### src/rtl/fetch_pkg.sv
// Shared fetch types and constants: queue depth, instruction width, default reset PC.
// The queue entry carries an instruction word together with the byte address it came from.
package fetch_pkg;

  localparam int          FETCH_QDEPTH   = 2;
  localparam int          INST_W         = 32;
  localparam logic [31:0] FETCH_RESET_PC = 32'h0000_0000;

  typedef struct packed {
    logic [INST_W-1:0] inst;
    logic [31:0]       pc;
  } fetch_entry_t;

endpackage

### src/rtl/fetch_skid_queue.sv
// Two-entry FIFO of fetched words; the head is visible in the cycle after a push and is held while empty.
// Pops only when the head is valid. The caller never pushes when full. Flush empties the queue in one cycle.
module fetch_skid_queue
  import fetch_pkg::*;
(
  input  logic         clock,
  input  logic         reset,
  input  logic         flush,
  input  logic         push,
  input  fetch_entry_t push_entry,
  input  logic         pop,
  output fetch_entry_t head,
  output logic         head_valid,
  output logic [1:0]   occ
);

  fetch_entry_t ent0_q;
  fetch_entry_t ent1_q;
  logic [1:0]   occ_q;

  always_ff @(posedge clock) begin
    if (reset) begin
      occ_q  <= 2'd0;
      ent0_q <= '0;
      ent1_q <= '0;
    end else if (flush) begin
      occ_q <= 2'd0;
    end else begin
      // ent0 is always the head; it only shifts when a second entry exists
      unique case ({push, pop})
        2'b10: begin
          if (occ_q == 2'd0) ent0_q <= push_entry;
          else               ent1_q <= push_entry;
          occ_q <= occ_q + 2'd1;
        end
        2'b01: begin
          if (occ_q == 2'd2) ent0_q <= ent1_q;
          occ_q <= occ_q - 2'd1;
        end
        2'b11: begin
          if (occ_q == 2'd2) begin
            ent0_q <= ent1_q;
            ent1_q <= push_entry;
          end else begin
            ent0_q <= push_entry;
          end
        end
        default: ;
      endcase
    end
  end

  assign head       = ent0_q;
  assign head_valid = (occ_q != 2'd0);
  assign occ        = occ_q;

endmodule

### src/rtl/inst_fetch_ctrl.sv
// Fetch sequencer for a 1-cycle synchronous ROM; first word valid 2 cycles after issue, 1/cycle sustained.
// Issue stalls when queue+inflight would exceed 2; redirect squashes all. FETCH_BOUND_CHECK_EN adds a sticky range fault.
module inst_fetch_ctrl
  import fetch_pkg::*;
#(
  parameter int          ADDR_WIDTH = 8,
  parameter logic [31:0] RESET_PC   = FETCH_RESET_PC
) (
  input  logic        clock,
  input  logic        reset,
  output logic [31:0] rom_addr,
  input  logic [31:0] rom_data,
  input  logic        redirect_valid,
  input  logic [31:0] redirect_pc,
  output logic        inst_valid,
  input  logic        inst_ready,
  output logic [31:0] inst_out,
  output logic [31:0] inst_pc,
  output logic        fetch_fault
);

  if (ADDR_WIDTH < 1 || ADDR_WIDTH > 29) begin : g_addr_width_check
    $error("inst_fetch_ctrl: ADDR_WIDTH must be in 1..29");
  end
  if (RESET_PC[1:0] != 2'b00) begin : g_reset_pc_check
    $error("inst_fetch_ctrl: RESET_PC must be word aligned");
  end

  logic [31:0]  pc_q;
  logic [31:0]  req_pc_q;
  logic         inflight_q;
  logic [31:0]  redirect_base;
  fetch_entry_t head;
  fetch_entry_t push_entry;
  logic         head_valid;
  logic [1:0]   occ;
  logic         pop;
  logic         push;
  logic         room;
  logic         issue_ok;
  logic         issue;

  assign inst_valid    = head_valid && !redirect_valid;
  assign pop           = inst_valid && inst_ready;
  assign push          = inflight_q && !redirect_valid;
  assign push_entry    = '{inst: rom_data, pc: req_pc_q};
  assign redirect_base = redirect_pc & ~32'd3;

  // occ + inflight - pop <= 1, rearranged to avoid an unsigned underflow
  assign room     = ({1'b0, occ} + {2'b00, inflight_q}) <= (3'd1 + {2'b00, pop});
  assign issue_ok = !reset && !redirect_valid && room;

`ifdef FETCH_BOUND_CHECK_EN
  logic out_of_range;
  logic fault_q;

  assign out_of_range = |pc_q[31:ADDR_WIDTH+2];
  assign issue        = issue_ok && !fault_q && !out_of_range;
  assign fetch_fault  = fault_q;

  always_ff @(posedge clock) begin
    if (reset || redirect_valid) fault_q <= 1'b0;
    else if (issue_ok && out_of_range) fault_q <= 1'b1;
  end
`else
  assign issue       = issue_ok;
  assign fetch_fault = 1'b0;
`endif

  always_ff @(posedge clock) begin
    if (reset) begin
      pc_q       <= RESET_PC;
      req_pc_q   <= '0;
      inflight_q <= 1'b0;
    end else if (redirect_valid) begin
      pc_q       <= redirect_base;
      inflight_q <= 1'b0;
    end else begin
      inflight_q <= issue;
      if (issue) begin
        pc_q     <= pc_q + 32'd4;
        req_pc_q <= pc_q;
      end
    end
  end

  assign rom_addr = pc_q;

  fetch_skid_queue u_queue (
    .clock      (clock),
    .reset      (reset),
    .flush      (redirect_valid),
    .push       (push),
    .push_entry (push_entry),
    .pop        (pop),
    .head       (head),
    .head_valid (head_valid),
    .occ        (occ)
  );

  assign inst_out = head.inst;
  assign inst_pc  = head.pc;

endmodule

### config.mk
export PLATFORM = sky130hd
export DESIGN_NAME = inst_fetch_ctrl
export DESIGN_NICKNAME = d
export VERILOG_FILES = /design/src/rtl/fetch_pkg.sv /design/src/rtl/fetch_skid_queue.sv /design/src/rtl/inst_fetch_ctrl.sv
export SDC_FILE = /design/constraint.sdc
export NUM_CORES = 1
export LEC_CHECK = 0
export CAP_MARGIN = 10
export CORE_UTILIZATION = 35
export DETAILED_ROUTE_END_ITERATION = 16
export DONT_BUFFER_PORTS = 1
export HOLD_SLACK_MARGIN = 0.1
export PLACE_DENSITY = 0.6
export SLEW_MARGIN = 20
export SYNTH_ARGS = -nofsm -noshare
export SYNTH_HDL_FRONTEND = slang
export SYNTH_HIERARCHICAL = 1
export SYNTH_SLANG_ARGS = --single-unit
### constraint.sdc
create_clock -name clock -period 8.9 [get_ports clock]
set_clock_uncertainty 0.1 [all_clocks]
set_input_delay 0.89 -clock clock [delete_from_list [all_inputs] [get_ports clock]]
set_output_delay 0.89 -clock clock [all_outputs]
set_load 0.02 [all_outputs]
# == Word-level counts from Yosys, hierarchy flattened ==
# Index checks and enable logic that the tools add are counted.
# word_totals
mem_bits_rw,0
word_cells,51
register_bits,195
output_inout_bits,98
memories,0
mem_bits_ro,0
latchBits,0
# op_classes
bitwise_logic,1
div_mod_pow,0
magnitude_cmp,1
n_reduce_logical,17
multipliers,0
muxes,10
shifts,0
n_addsub,5
n_eq_ne,8
# ops
operator,count
two-way mux 64 bit,5
one-hot mux 64 bit (3 select lines),1
one-hot mux 64 bit (2 select lines),1
two-way mux 32 bit,2
"adder 32 x 3 -> 32 bit, second input constant",1
AND reduction 4 bit,2
nonzero test 2 bit,4
"equality test 2 bit, second input constant",3
"inequality test 2 x 1 -> 1 bit, second input constant",3
logical AND 1 bit,5
one-hot mux 2 bit (2 select lines),1
adder 2 x 1 -> 3 bit,1
less-or-equal comparator 3 x 2 -> 1 bit,1
nonzero test 3 bit,1
"adder 1 x 1 -> 2 bit, first input constant",1
"adder 2 x 1 -> 2 bit, second input constant",1
"equality test 2 x 1 -> 1 bit, second input constant",1
zero test 1 bit,2
zero test 2 bit,1
"inequality test 2 bit, second input constant",1
AND reduction 2 bit,1
OR reduction 2 bit,1
"subtractor 2 x 1 -> 2 bit, second input constant",1
NOT 1 bit,1

# == Longest topological paths before layout ==
# logic_depth
word_depth,8
ltp_mapped,13
depth_no_buf,11

# == Cells and area by module ==
# The synthesis kept the hierarchy.
# by_module_without_submodules
mod,cells_per_inst,seq_area_each_um2,instances,area_each_um2
fetch_skid_queue,702,2602.5,1,6339.8
inst_fetch_ctrl,361,1221.2,1,2942.8

# == Least setup slack after synthesis ==
# OpenSTA, ideal clock, no wires.
# synth_path
path_type,in2reg
startpoint,in redirect_valid
endpoint,"reg pc_q[26], in the netlist rom_addr[26]"
arrival_ns,3.632
setup_time_ns,0.074
cell_stages,10
setup_slack_ns,5.094
path_cell_list,buf_6 nor2b_1 and2_1 fa_1 nor3b_4 a22oi_2 buf_6 or4_4 or3_1 a31oi_1
# synth_between
elab_chain_len,7
word_cells_on_any_way,9
cone_classes,1 x add/sub; 1 x order compare; 1 x mux; 6 x reduce/logical
# synth_rtl
element,line,rtl
start: declaration,inst_fetch_ctrl.sv:13,"input logic redirect_valid,"
zero test 1 bit,inst_fetch_ctrl.sv:43,assign inst_valid = head_valid && !redirect_valid;
logical AND 1 bit,inst_fetch_ctrl.sv:43,
via inst_valid,inst_fetch_ctrl.sv:15,"output logic inst_valid,"
logical AND 1 bit,inst_fetch_ctrl.sv:44,assign pop = inst_valid && inst_ready;
via pop,inst_fetch_ctrl.sv:37,logic pop;
adder 1 x 1 -> 2 bit,inst_fetch_ctrl.sv:50,"assign room = ({1'b0, occ} + {2'b00, inflight_q}) <= (3'd1 + {2'b00, pop});"
less-or-equal comparator 3 x 2 -> 1 bit,inst_fetch_ctrl.sv:50,
logical AND 1 bit,inst_fetch_ctrl.sv:51,assign issue_ok = !reset && !redirect_valid && room;
nonzero test 2 bit (no line),n/a,
end signal: assignment,inst_fetch_ctrl.sv:76,pc_q <= redirect_base;
end signal: assignment,inst_fetch_ctrl.sv:81,pc_q <= pc_q + 32'd4;
end: declaration,inst_fetch_ctrl.sv:29,logic [31:0] pc_q;
# The timed path passes the listed nets, and every way through them passes these cells.
# A chain may end at the register's enable or synchronous reset.

# == Worst setup path in the final report ==
# layout_path
startpoint,"reg u_queue.occ_q[0], in the netlist u_queue/occ[0]"
endpoint,reg u_queue.ent0_q (netlist bit u_queue/head[13])
# layout_between
elab_chain_len,6
word_cells_on_any_way,14
cone_classes,6 x eq/ne; 2 x mux; 6 x reduce/logical
# layout_rtl
element,line,rtl
start: declaration,fetch_skid_queue.sv:19,logic [1:0] occ_q;
start signal: assignment,fetch_skid_queue.sv:34,occ_q <= occ_q + 2'd1;
start signal: assignment,fetch_skid_queue.sv:38,occ_q <= occ_q - 2'd1;
nonzero test 2 bit (*),fetch_skid_queue.sv:54,assign head_valid = (occ_q != 2'd0);
via head_valid,inst_fetch_ctrl.sv:35,logic head_valid;
logical AND 1 bit (*),inst_fetch_ctrl.sv:43,
via inst_valid,inst_fetch_ctrl.sv:15,
logical AND 1 bit (*),inst_fetch_ctrl.sv:44,
via pop,inst_fetch_ctrl.sv:37,
equality test 2 x 1 -> 1 bit / equality test 2 bit (equally long branches),fetch_skid_queue.sv:30,"unique case ({push, pop})"
inequality test 2 x 1 -> 1 bit (no line) / nonzero test 3 bit (equally long branches),n/a,
AND reduction 4 bit (no line),n/a,
end signal: assignment,fetch_skid_queue.sv:32,if (occ_q == 2'd0) ent0_q <= push_entry;
end signal: assignment,fetch_skid_queue.sv:37,if (occ_q == 2'd2) ent0_q <= ent1_q;
end signal: assignment,fetch_skid_queue.sv:42,ent0_q <= ent1_q;
end: declaration,fetch_skid_queue.sv:17,fetch_entry_t ent0_q;
# The timed path passes the listed nets; every way through them passes the cells marked *.

==> reports/results.tsv <==
metric	value	unit
first-pass iteration count of the detailed router	5	
Clock power frac	0.384	
setup repair bufs after CTS	0	
vias in the first global route	7570	
pins over their slew limit	0	
Clock transition at path regs	80	ps
syn_area_per_cell	8.73	sq um
final net count	1054	
DP HPWL	15100	um
Hold Buf Count CTS	0	
post-synth cell types	59	
Routed WL per cell	20.8	um
largest net degree at the start of global routing	193	
Tightest Pin Transition	1080	ps
Initial Util	0.356	
CTS H-tree lvls	4	
most instantiated library cell after synthesis	dfxtp_1	
Post-Syn Area	9280	sq um
asr flop ratio synth	0	
# DRC	0	
Post-CTS Resized	0	
critical path required time	9040	ps
Rel. slew slack	0.282	
f_max	223	MHz
placed instance area	9270	sq um
detail-routed via count per cell	6.01	
layout cells sized above 1	0.129	
Comb power frac	0.099	
CP startpoint kind	flip-flop	
top cells by area, synth	dfxtp_1 41%, a311oi_2 9.7%, nand3_1 7.4%	
Syn-to-layout area delta	5.88	%
initial antenna violation count	1	
Die ar.	27200	sq um
Hold WS	373	ps
post-synthesis sequential area ratio	0.412	
CTS tree	done	
final hold vios	0	
All-Layer GR Usage	0.201	
Post-Route Setup TNS	0	ps
flops & latches, synth	191	
min-delay worst type	reg2reg	
r2r startpoint	u_queue/occ[0]$_SDFFE_PP0P_	
crit path max fanout	65	
Synth area leader	dfxtp_1	
Max Cap Violations	0	
Crit path arrival time	4630	ps
Synth Instances	1063	
Sink Count	191	
Die H	165	um
CTS Buf Count	17	
Post-synth top cells	191 x dfxtp_1, 137 x nand3_1, 108 x o21ai_0, 106 x a21oi_1, 81 x nand2_1	
Synth Flop Type	dfxtp_1	
gp weighted congestion	0.786	
first-pass GRT wire length	43000	um
gr ovfl total	0	
Die Width	165	um
first-iteration detailed-routing DRC count	597	
Hold Crit Depth	2	
total wire length	27500	um
sequential power share	0.518	
number of flops mapped to enable cells by yosys	0	
worst vdd ir	0.000105	V
pwr dens	196	nW/um^2
internal power	1370	uW
worst skew pair latency	430	ps
PortBufs	0	
Net Sw Power	555	uW
switching share of total power	0.288	
crit share post-route	0.504	
top-area cell type share of the netlist area	0.412	
num rows	59	
worst setup path startpoint	u_queue/occ[0]$_SDFFE_PP0P_	
Layout Utilization	0.377	
Final Setup Violations	0	
core box area	26100	sq um
Hold Path Origin	u_queue/ent1_q[45]$_SDFFE_PP0P_	
Reg2Reg Depth	9	
via count	7951	
clk buf depth	2	
Leakage Power	0.00286	uW
CTS root buf	clkbuf_16	
Tmin final	4490	ps
Ys Warns	6	
unrepaired setup endpoints after global routing	false	
Filler Cells Inserted	2657	
CP endpoint kind	flip-flop	
status	finished clean	
Setup CP Type	reg2reg	
I/O pins	166	
design area	9830	sq um
Final ANT Viol Nets	0	
## worst max-delay path, cell delays in order, from the launching register on
cell and delay (ps):
dfxtp_1 680, or2_2 210, nor2b_1 450, and2_1 380, inv_1 100, ha_1 280
nor4_4 280, buf_4 690, a21o_4 880, a311oi_2 220
## logic make-up (layout without fill, tap and decap cells)
family / Yosys count / count (layout) / share of synthesized area
compound gates: 411 / 411 / 0.319
simple gates: 294 / 294 / 0.162
flops: 191 / 191 / 0.412
buf+inv: 134 / 53 / 0.0712
xor+xnor: 18 / 18 / 0.0170
fa+ha+maj: 10 / 10 / 0.0143
mux: 4 / 4 / 0.00445
other cells: 1 / 8 / 0.000404
## placed cells by master (no fill, tap or decap), drive strengths merged, types with 2 or more instances in the layout
cell      instances
xor2              5
dfxtp           191
o21bai            6
clkinv            5
nor4              6
conb              7
o31a              2
a22oi             2
o211ai            5
o311ai            2
ha                9
clkinvlp          2
nand3           138
and4              6
inv              15
nor3b             2
nor2             17
xnor2            13
nand4            10
o21ai           132
mux2i             3
or4               4
clkbuf           19
or2               3
a311oi           66
or3               8
nor2b             2
nand2            81
and2              4
buf              11
and3              2
a21oi           107
a211oi           76
a31oi             6
a21o              3
nor3              7
## power groups by stage
stage | clock (uW) | combinational, uW | sequential, uW
after global routing | 797 | 210 | 1000
after CTS | 760 | 191 | 998
after floorplan | 0 | 182 | 994
after global placement | 0 | 186 | 1020
final | 738 | 190 | 997
after detailed placement | 0 | 191 | 1020
## path summary, 6_finish.rpt
check | endpoint | slack [ps]
worst min-delay path | u_queue/ent1_q[45]$_SDFFE_PP0P_ | 370
worst min register to register | u_queue/ent1_q[45]$_SDFFE_PP0P_ | 370
worst max-delay path | u_queue/head[13]$_SDFFE_PP0P_ | 4410
worst max register to register | u_queue/head[13]$_SDFFE_PP0P_ | 4410
## state kept, by name (all words and copies together) (netlist names)
signal          count
u_queue/ent1_q     64
u_queue/occ         2
u_queue/head       64
req_pc_q           30
inflight_q          1
rom_addr           30
## final cells by class
type                       count  area (sq um)  share of cell area
inverter                      11          41.3             0.00420
clock buffer                  19           443              0.0451
clock inverter                12           109              0.0111
sequential                   191          3820               0.389
tap                          335           419              0.0426
antenna                        1          2.50            0.000255
timing repair buffer          11           103              0.0104
multi-input combinational    744          4890               0.497
## layer usage
layer  track usage  up-vias  wire length (um)  part of all wire
li1              -     3800                 -                 -
met1         0.261     3876             12300              0.45
met2         0.324      255             12700              0.46
met3        0.0620       20              2200             0.080
met4        0.0475        0               268            0.0097
met5             0        -                 0                 0
## per-stage QoR
step	power, uW	cells	worst slack [ps]
after floorplan	1180	1069	5090
after global placement	1200	1291	4440
after detailed placement	1210	1292	4360
after CTS	1950	1323	4350
after global routing	2010	1324	4110
final	1920	1324	4410
No activity file was read; power rests on OpenSTA's default activity.
